**src/rtl/seg_pkg.sv**
```systemverilog
// Shared constants for the seven-segment scanner: active-low segment codes
// (bit7=a .. bit1=g, bit0=dp) and a table lookup helper.
package seg_pkg;

    localparam int         DP_BIT    = 0;
    localparam logic [7:0] SEG_BLANK = 8'hFF;

    localparam logic [0:15][7:0] SEG_TABLE = '{
        8'h03, 8'h9F, 8'h25, 8'h0D, 8'h99, 8'h49, 8'h41, 8'h1F,
        8'h01, 8'h09, 8'h11, 8'hC1, 8'h63, 8'h85, 8'h61, 8'h71
    };

    function automatic logic [7:0] seg_lookup(input logic [3:0] nib);
        return SEG_TABLE[nib];
    endfunction

endpackage

```
**src/rtl/seg_hex7.sv**
```systemverilog
// Combinational hex nibble to active-low segment code, with blanking and
// decimal point override.
module seg_hex7
    import seg_pkg::*;
(
    input  logic [3:0] nib,
    input  logic       dp,
    input  logic       blank,
    output logic [7:0] code
);

    always_comb begin
        code = blank ? SEG_BLANK : seg_lookup(nib);
        if (dp) code[DP_BIT] = 1'b0;
    end

endmodule

```
**src/rtl/seg_scan.sv**
```systemverilog
// Multiplexed seven-segment display scanner: prescaled digit rotation,
// frame-synchronous shadow capture and leading-zero suppression.
module seg_scan
    import seg_pkg::*;
#(
    parameter int DIGITS        = 4,
    parameter int CLK_DIV       = 100000,
    parameter int AN_ACTIVE_LOW = 1
) (
    input  logic                  clk,
    input  logic                  rst_n,
    input  logic [4*DIGITS-1:0]   value,
    input  logic [DIGITS-1:0]     dp_mask,
    input  logic                  lz_en,
    input  logic                  load,
    output logic [7:0]            light,
    output logic [DIGITS-1:0]     an,
    output logic                  frame_done
);

    localparam int CNT_W = $clog2(CLK_DIV);
    localparam int IDX_W = (DIGITS > 1) ? $clog2(DIGITS) : 1;
    localparam logic [CNT_W-1:0]  CNT_LAST = CNT_W'(CLK_DIV - 1);
    localparam logic [IDX_W-1:0]  IDX_LAST = IDX_W'(DIGITS - 1);
    localparam logic [DIGITS-1:0] AN_OFF   = (AN_ACTIVE_LOW != 0) ? {DIGITS{1'b1}} : '0;

    logic [CNT_W-1:0]    cnt;
    logic [IDX_W-1:0]    idx;
    logic                pending;
    logic [4*DIGITS-1:0] shadow_val;
    logic [DIGITS-1:0]   shadow_dp;

    logic                tick, wrap, capture;
    logic [4*DIGITS-1:0] upper;
    logic [DIGITS-1:0]   dp_sel, sel_1h, an_next;
    logic                blank;
    logic [7:0]          code;

    assign tick    = (cnt == CNT_LAST);
    assign wrap    = tick && (idx == IDX_LAST);
    assign capture = wrap && (pending || load);

    // Shifting the selected digit to the bottom gives both its nibble and,
    // via the all-zero test, whether every more-significant digit is zero.
    assign upper   = shadow_val >> {idx, 2'b00};
    assign dp_sel  = shadow_dp >> idx;
    assign blank   = lz_en && (idx != '0) && (upper == '0);
    assign sel_1h  = DIGITS'(1) << idx;
    assign an_next = (AN_ACTIVE_LOW != 0) ? ~sel_1h : sel_1h;

    seg_hex7 u_hex7 (
        .nib   (upper[3:0]),
        .dp    (dp_sel[0]),
        .blank (blank),
        .code  (code)
    );

    always_ff @(posedge clk or negedge rst_n) begin
        if (!rst_n) begin
            cnt        <= '0;
            idx        <= '0;
            pending    <= 1'b0;
            shadow_val <= '0;
            shadow_dp  <= '0;
            light      <= SEG_BLANK;
            an         <= AN_OFF;
            frame_done <= 1'b0;
        end else begin
            cnt <= tick ? '0 : cnt + 1'b1;
            if (tick) idx <= wrap ? '0 : idx + 1'b1;
            // A load landing on the consuming wrap is absorbed by that capture.
            if (wrap)      pending <= 1'b0;
            else if (load) pending <= 1'b1;
            if (capture) begin
                shadow_val <= value;
                shadow_dp  <= dp_mask;
            end
            frame_done <= wrap;
            light      <= code;
            an         <= an_next;
        end
    end

endmodule

```
**config.mk**
```make
export PLATFORM = sky130hd
export DESIGN_NAME = seg_scan
export DESIGN_NICKNAME = d
export VERILOG_FILES = /design/src/rtl/seg_pkg.sv /design/src/rtl/seg_hex7.sv /design/src/rtl/seg_scan.sv
export SDC_FILE = /design/constraint.sdc
export NUM_CORES = 1
export LEC_CHECK = 0
export BUFFER_PORTS_ARGS = -buffer_cell sky130_fd_sc_hd__clkbuf_2
export CAP_MARGIN = 30
export CORE_MARGIN = 1
export CORE_UTILIZATION = 51
export CTS_CLUSTER_DIAMETER = 80
export CTS_CLUSTER_SIZE = 12
export DETAILED_ROUTE_END_ITERATION = 12
export PLACE_DENSITY = 0.75
export SLEW_MARGIN = 20
export SYNTH_ARGS = -nofsm -noshare
export SYNTH_HDL_FRONTEND = slang
export SYNTH_HIERARCHICAL = 1
export SYNTH_SLANG_ARGS = --single-unit
```
**constraint.sdc**
```tcl
create_clock -name clk -period 2.18 [get_ports clk]
set_input_delay 0.218 -clock clk [delete_from_list [all_inputs] [get_ports clk]]
set_output_delay 0.218 -clock clk [all_outputs]
set_load 0.1 [all_outputs]
```
==> results of run 1 <==
[cell type report]
type / count / area (µm²) / area share (%)
timing repair buffer: 53 / 326.6 / 10.78
clock inverter: 2 / 15.01 / 0.4957
clock buffer: 6 / 72.57 / 2.396
sequential: 53 / 1343 / 44.32
multi-input combinational: 135 / 1140 / 37.63
tap: 67 / 83.83 / 2.767
inverter: 13 / 48.80 / 1.611
[what timing repair did]
item,in CTS,in global routing
hold buffers,1,0
endpoints found under the setup margin,0,5
buffers inserted,0,1
resized for setup,0,2
endpoints found under the hold margin,13,0
[worst max-delay path by stage]
stage | startpoint | to | slack, ns | cells after the start
floorplan | idx[0] | light[4] | 0.03 | 6
global placement | idx[0] | light[6] | 0.10 | 6
detailed placement | idx[0] | light[6] | 0.05 | 6
CTS | idx[0] | light[6] | 0.04 | 6
global route | idx[0] | light[5] | -0.01 | 10
finish | idx[0] | light[6] | 0.1 | 6
[critical path: stages, from the launching register on]
cell and delay, ns:
dfrtp_2 0.45, mux4_2 0.55, buf_6 0.15, inv_2 0.05, ha_1 0.22, or2_1 0.25
a311o_1 0.35
[Yosys cell counts, types with 3 or more instances]
master    n  area, µm²
dfrtp_1  41       1026
mux2_2   21      236.5
nor2_1   14      52.55
inv_1    13      48.80
nand3_1  13      65.06
dfstp_2  12      315.3
ha_1     12      150.1
xnor2_1   9      78.83
nor3_1    8      40.04
nor4_1    7      43.79
xor2_1    6      52.55
mux2i_1   4      40.04
nand2_1   4      15.01
a21oi_1   3      15.01
mux2_1    3      33.78
mux4_1    3      78.83
nand4_1   3      18.77
[metal layers]
| metal | wire [µm] | GRT usage [%] | share of wire (%) | up-vias |
|---|---|---|---|---|
| met3 | 229 | 4.420 | 4.8 | 5 |
| li1 | - | - | - | 844 |
| met4 | 51 | 4.793 | 1.1 | 0 |
| met2 | 2213 | 31.48 | 47 | 42 |
| met1 | 2243 | 27.79 | 47 | 831 |
| met5 | 0 | 0 | 0 | - |
[power by group through the flow]
stage	combinational (µW)	clock [µW]	sequential, µW
finish	44.1	553	984
detailed placement	44.1	0	1000
floorplan	0.323	0	1000
global placement	44.2	0	1000
global route	51.1	614	984
CTS	45.5	568	984
[flip-flops by register name (all words and copies together), names as in the netlist]
signal      count
shadow_val     16
pending         1
frame_done      1
cnt            17
shadow_dp       4
an              4
idx             2
light           8
[metrics by stage]
step | hold WS (ns) | worst slack (ns) | instances
after detailed placement | 0.1621 | 0.05271 | 319
after CTS | 0.1209 | 0.03895 | 328
final | 0.1253 | 0.09632 | 329
after global routing | 0.1257 | -0.01169 | 329
after floorplan | -0.07759 | 0.02657 | 208
after global placement | 0.1659 | 0.1037 | 319
[kinds of logic after synthesis]
| logic type | count (synthesis) |
|---|---|
| adders and majority gates | 12 |
| muxes | 32 |
| AOI/OAI and AO/OA | 14 |
| and+or+nand+nor | 62 |
| buffers and inverters | 20 |
| xor gates and xnor gates | 15 |
| DFF | 53 |
[cells in the final DEF (no fill, tap or decap), drive strengths merged, types with 9 or more instances in the layout]
master,count
nor2,14
nand3,13
dfstp,12
mux2,24
inv,13
clkbuf,42
buf,16
nor3,9
ha,12
dfrtp,41
xnor2,9
==> impl_metrics.yaml, run 1 <==
finish:
  design_area_um2: 3029
  drive_above_1_share_pct: 38.55
  final.fill_count: 404
  fin_nets: 297
  antenna_cells: 0
  area_growth_pct: 17.58
  fin_util_pct: 63.29
global_routing:
  grt_max_degree: 21
  gr-total-overflow: 0
  grt_first_pass_wirelength_mm: 8.010
  grt_pass1_vias: 1707
  grt_usage_pct: 19.85
  antenna_found_initial: 0
power_and_ir_drop:
  combPwrFrac_pct: 2.8
  pwr-share-seq_pct: 62.2
  intPower_uw: 1230
  p_leak_uw: 0.001400
  switchingPower_uw: 351.2
  swShare_pct: 22.21
  peakVddDrop_mv: 0.3521
  pwr-share-clk_pct: 35.0
  p_total_uw: 1581
  power_density_nw_per_um2: 521.9
logic_synthesis:
  synth-simple-area-share_pct: 12.97
  postSynth.asyncResetShare_pct: 100.0
  synth_top_flop_cell: "dfrtp_1"
  synth_edf_count: 0
  synthAdderAreaFrac_pct: 5.828
  ys_ff_latch: 53
  netlist_area_um2: 2576
  synth_compound_area_share_pct: 4.177
  syn_inst: 208
  synthMuxAreaShare_pct: 15.98
  yosysUniqueCellTypes: 40
  synth_seq_area_share_pct: 52.06
  synthesis.nets: 244
  syn_area_per_cell_um2: 12.39
  synth.yosys.warnings: 6
  yosys.area_share.xor_xnor_pct: 5.100
  synth_top_family_by_area: "multiplexers"
floorplan:
  fp-row-count: 25
  start_util_pct: 53.83
  io_pins: 37
  coreArea_um2: 4786
  chipHeight_um: 73.08
  dieArea_um2: 5340
  die_w_um: 73.08
job:
  cap_viol_max_count: 0
critical_path:
  r2r-start: "idx[0]"
  crit_arrival_ns: 2.33
  critPathMaxFanout: 7
  setup.worst_path.start_class: "register"
  timing.rr.end: "light[6]"
  r2r_setup_slack_ns: 0.1
  end_kind: "register"
  required_ns: 2.43
  worstSetupPathType: "reg -> reg"
  reg2regPathDepth: 6
route:
  wl_per_cell_um: 14.40
  drc: 0
  vias: 1722
  postRouteAntennaNets: 0
  viasPerCell: 5.234
  drt_iter0_drc: 85
  drt_first_pass_iters: 4
  totalWireLength_mm: 4.738
sta:
  fmax_mhz: 479.9
  setup_tns_ns: 0
  tightest_slew_ns: 0.5499
  rsz0062_at_grt: "yes"
  setup_violations: 0
  maxSlewViolCount: 0
  fin_skew_ns: 0.008937
  slew_headroom_pct: 63.50
  period_minus_slack_ns: 2.084
  hold_viol: 0
  period_share_pct: 95.58
cts:
  clkTransAtPathRegs_ns: 0.10
  htreeDepth: 2
  root_buffer: "clkbuf_8"
  cts_tree: "built"
  cts_buffers: 5
  clkLatencyLatePin_ns: 0.31
  numClockSinks: 53
  cts_buffer_depth: 2
min_path:
  min_path_cells: 2
  hold_path_end: "shadow_val[11]"
  worstHoldPathType: "in -> reg"
  min_from: "value[11]"
placement:
  hpwl_mm: 3.482
  io_buffers: 36
  gp_congestion: 0.8438
  dpl-instance-area_um2: 2920
run_status:
  status: "completed"
No activity file was read; power rests on OpenSTA's default activity.
==> inputs of run 2 (changes only) <==
SYNTH_HIERARCHICAL = unset   (was 1)
==> run 2 against run 1 <==
  * Sequential cell count is the same
  * Routed wire length shrank 6.0%
  * Die area fell by 0.61%
  * Final area down 2.5%
  * Synthesized cell count is 0.48% higher
  * Sequential share of layout area up 1.1 points
  * Clock skew is 0.0034 ns higher
  * Non-clock buffer count down 5
  * Worst setup slack got worse by 0.043 ns
  * Critical endpoint is now shadow_val[5]
  * Highest routed layer unchanged
==> impl_metrics.yaml, run 2 <==
logic_synthesis:
  yosys-top-cells-area: "dfrtp_1 40%, dfstp_2 12%, mux2_1 8.8%"
  syn_inst: 209
  synth.yosys.warnings: 0
  yosysMostFrequentCell: "dfrtp_1"
  synth.top_cell.area_share_pct: 40.08
  yosysUniqueCellTypes: 37
  ys_top_cells_by_count: "41 x dfrtp_1, 20 x mux2_1, 17 x nor2_1"
  synth_edf_count: 0
  synthesis.nets: 243
  yosysTopAreaCell: "dfrtp_1"
  synth_top_flop_cell: "dfrtp_1"
  postSynth.asyncResetShare_pct: 100.0
  synth_seq_area_share_pct: 52.39
  netlist_area_um2: 2560
  ys_ff_latch: 53
  syn_area_per_cell_um2: 12.25
placement:
  dpl-instance-area_um2: 2868
  pre_cts_ws_ns: 0.04161
  gp_congestion: 0.7764
  hpwl_mm: 3.278
  io_buffers: 36
global_routing:
  grt_pass1_vias: 1667
  grt_first_pass_wirelength_mm: 7.817
  antenna_found_initial: 0
  grt_usage_pct: 19.40
  grt_max_degree: 54
  gr-total-overflow: 0
cts:
  cts_buffer_depth: 2
  cts_tree: "built"
  numClockSinks: 53
  cts_buffers: 5
  clkTransAtPathRegs_ns: 0.09
  clkLatencyLatePin_ns: 0.30
  root_buffer: "clkbuf_8"
  htreeDepth: 2
critical_path:
  critPathMaxFanout: 10
  cp_slowest_stage_delay_ns: 0.57
  r2r_setup_slack_ns: 0.05
  required_ns: 2.37
  reg2regPathDepth: 5
  end_kind: "register"
  r2r-start: "cnt[12]"
  timing.rr.end: "shadow_val[5]"
  critPathTopFamily: "simple AND/OR/NAND/NOR gates"
  cp_cell_sequence: "or4b_4, nor4_4, nor3b_2, buf_4, mux2_1"
  critPathBufInv: 1
  crit_arrival_ns: 2.32
  slowest_stage: "or4b_4"
  setup.worst_path.start_class: "register"
  worstSetupPathType: "reg -> reg"
finish:
  final.fill_count: 382
  fin_nets: 290
  design_area_um2: 2954
  antenna_cells: 0
  layout_commonest_cell: "dfrtp_1"
  largest_reg_flops: 17
  multi_input_area_um2: 1127
  drive_above_1_share_pct: 29.30
  fin_util_pct: 61.73
  area_growth_pct: 15.40
  seqCellArea_um2: 1341
  layout_common_cells: "41 x dfrtp_1, 36 x clkbuf_2, 20 x mux2_1, 17 x nor2_1"
  largest-register: "cnt"
  top_regs: "cnt: 17 flops, shadow_val: 16 flops, light: 8 flops"
sta:
  fmax_mhz: 470.2
  hold_viol: 0
  rsz0062_at_grt: "yes"
  setup_tns_ns: 0
  setup_ws_ns: 0.05309
  slew_headroom_pct: 56.69
  fin_skew_ns: 0.01232
  period_share_pct: 97.56
  period_minus_slack_ns: 2.127
  setup_violations: 0
  tightest_slew_ns: 0.6497
  maxSlewViolCount: 0
power_and_ir_drop:
  swShare_pct: 20.19
  peakVddDrop_mv: 0.3668
  pwr-share-seq_pct: 62.7
  power_density_nw_per_um2: 531.0
  switchingPower_uw: 316.7
  pwr-share-clk_pct: 34.8
  combPwrFrac_pct: 2.5
  p_leak_uw: 0.001406
  p_total_uw: 1569
  intPower_uw: 1252
route:
  drc: 0
  viasPerCell: 5.276
  vias: 1704
  totalWireLength_mm: 4.452
  wl_per_cell_um: 13.78
  drt_iter0_drc: 55
  postRouteAntennaNets: 0
  drt_first_pass_iters: 4
floorplan:
  fp-row-count: 25
  die_w_um: 72.85
  chipHeight_um: 72.85
  start_util_pct: 53.49
  dieArea_um2: 5307
  io_pins: 37
  coreArea_um2: 4786
min_path:
  worstHoldPathType: "in -> async"
job:
  cap_viol_max_count: 0
run_status:
  status: "completed"
## run 2: changes by cell type after synthesis, sizes merged, moves of 4 or more
cell / delta
clkbuf: +4
mux2: -4
nand2: +6
nand3: -4
nor3: -7
o211ai: +4
o21ai: +5
## run 2: cell families (layout without fill, tap and decap cells)
kind of cell    count (synthesis)  count (layout)  synth area share, %
flops                          53              53                52.39
compound gates                 21              21                5.474
xor+xnor                       17              17                5.816
simple gates                   61              61                13.39
fa+ha+maj                      10              10                4.888
mux                            27              27                14.47
buf+inv                        20              67                3.568
## run 2: layout make-up
type / count / share of cell area (%)
Sequential cell: 53 / 45.40
Multi-Input combinational cell: 136 / 38.16
Timing Repair Buffer: 48 / 9.149
Clock buffer: 7 / 2.922
Tap cell: 67 / 2.838
Inverter: 12 / 1.525
## run 2: timing repair
action,in CTS,in global routing
hold buffers,0,0
buffers inserted,0,0
setup endpoints to repair,0,27
resized for setup,0,0
## run 2: power groups by stage
stage / Clock (µW) / Sequential (µW) / Combinational [µW]
after global routing: 602 / 984 / 46.3
final: 546 / 983 / 39.7
after CTS: 560 / 983 / 41.7
after floorplan: 0 / 1000 / 0.859
after detailed placement: 0 / 1000 / 41.9
after global placement: 0 / 1000 / 41.1
## run 2: worst max-delay path by stage
stage,startpoint,to,cells past startpoint
2_1_floorplan,cnt[6],shadow_dp[0],5
3_3_place_gp,cnt[12],shadow_dp[0],5
3_5_place_dp,cnt[12],shadow_val[5],5
4_1_cts,cnt[12],shadow_val[5],5
5_1_grt,cnt[12],shadow_val[4],5
6_report,cnt[12],shadow_val[5],5
## run 2: per-layer routing
metal | GRT usage (%) | vias up | wire, µm
met1 | 28.45 | 834 | 2189
li1 | - | 828 | -
met2 | 29.39 | 37 | 2029
met5 | 0 | - | 0
met3 | 4.282 | 5 | 195
met4 | 5.229 | 0 | 37
## run 2: metrics by stage
step | hold WS (ns) | instances
2_1_floorplan | -0.07759 | 209
3_3_place_gp | 0.3725 | 316
3_5_place_dp | 0.3776 | 316
4_1_cts | 0.04665 | 323
5_1_grt | 0.08008 | 323
6_report | 0.01951 | 323
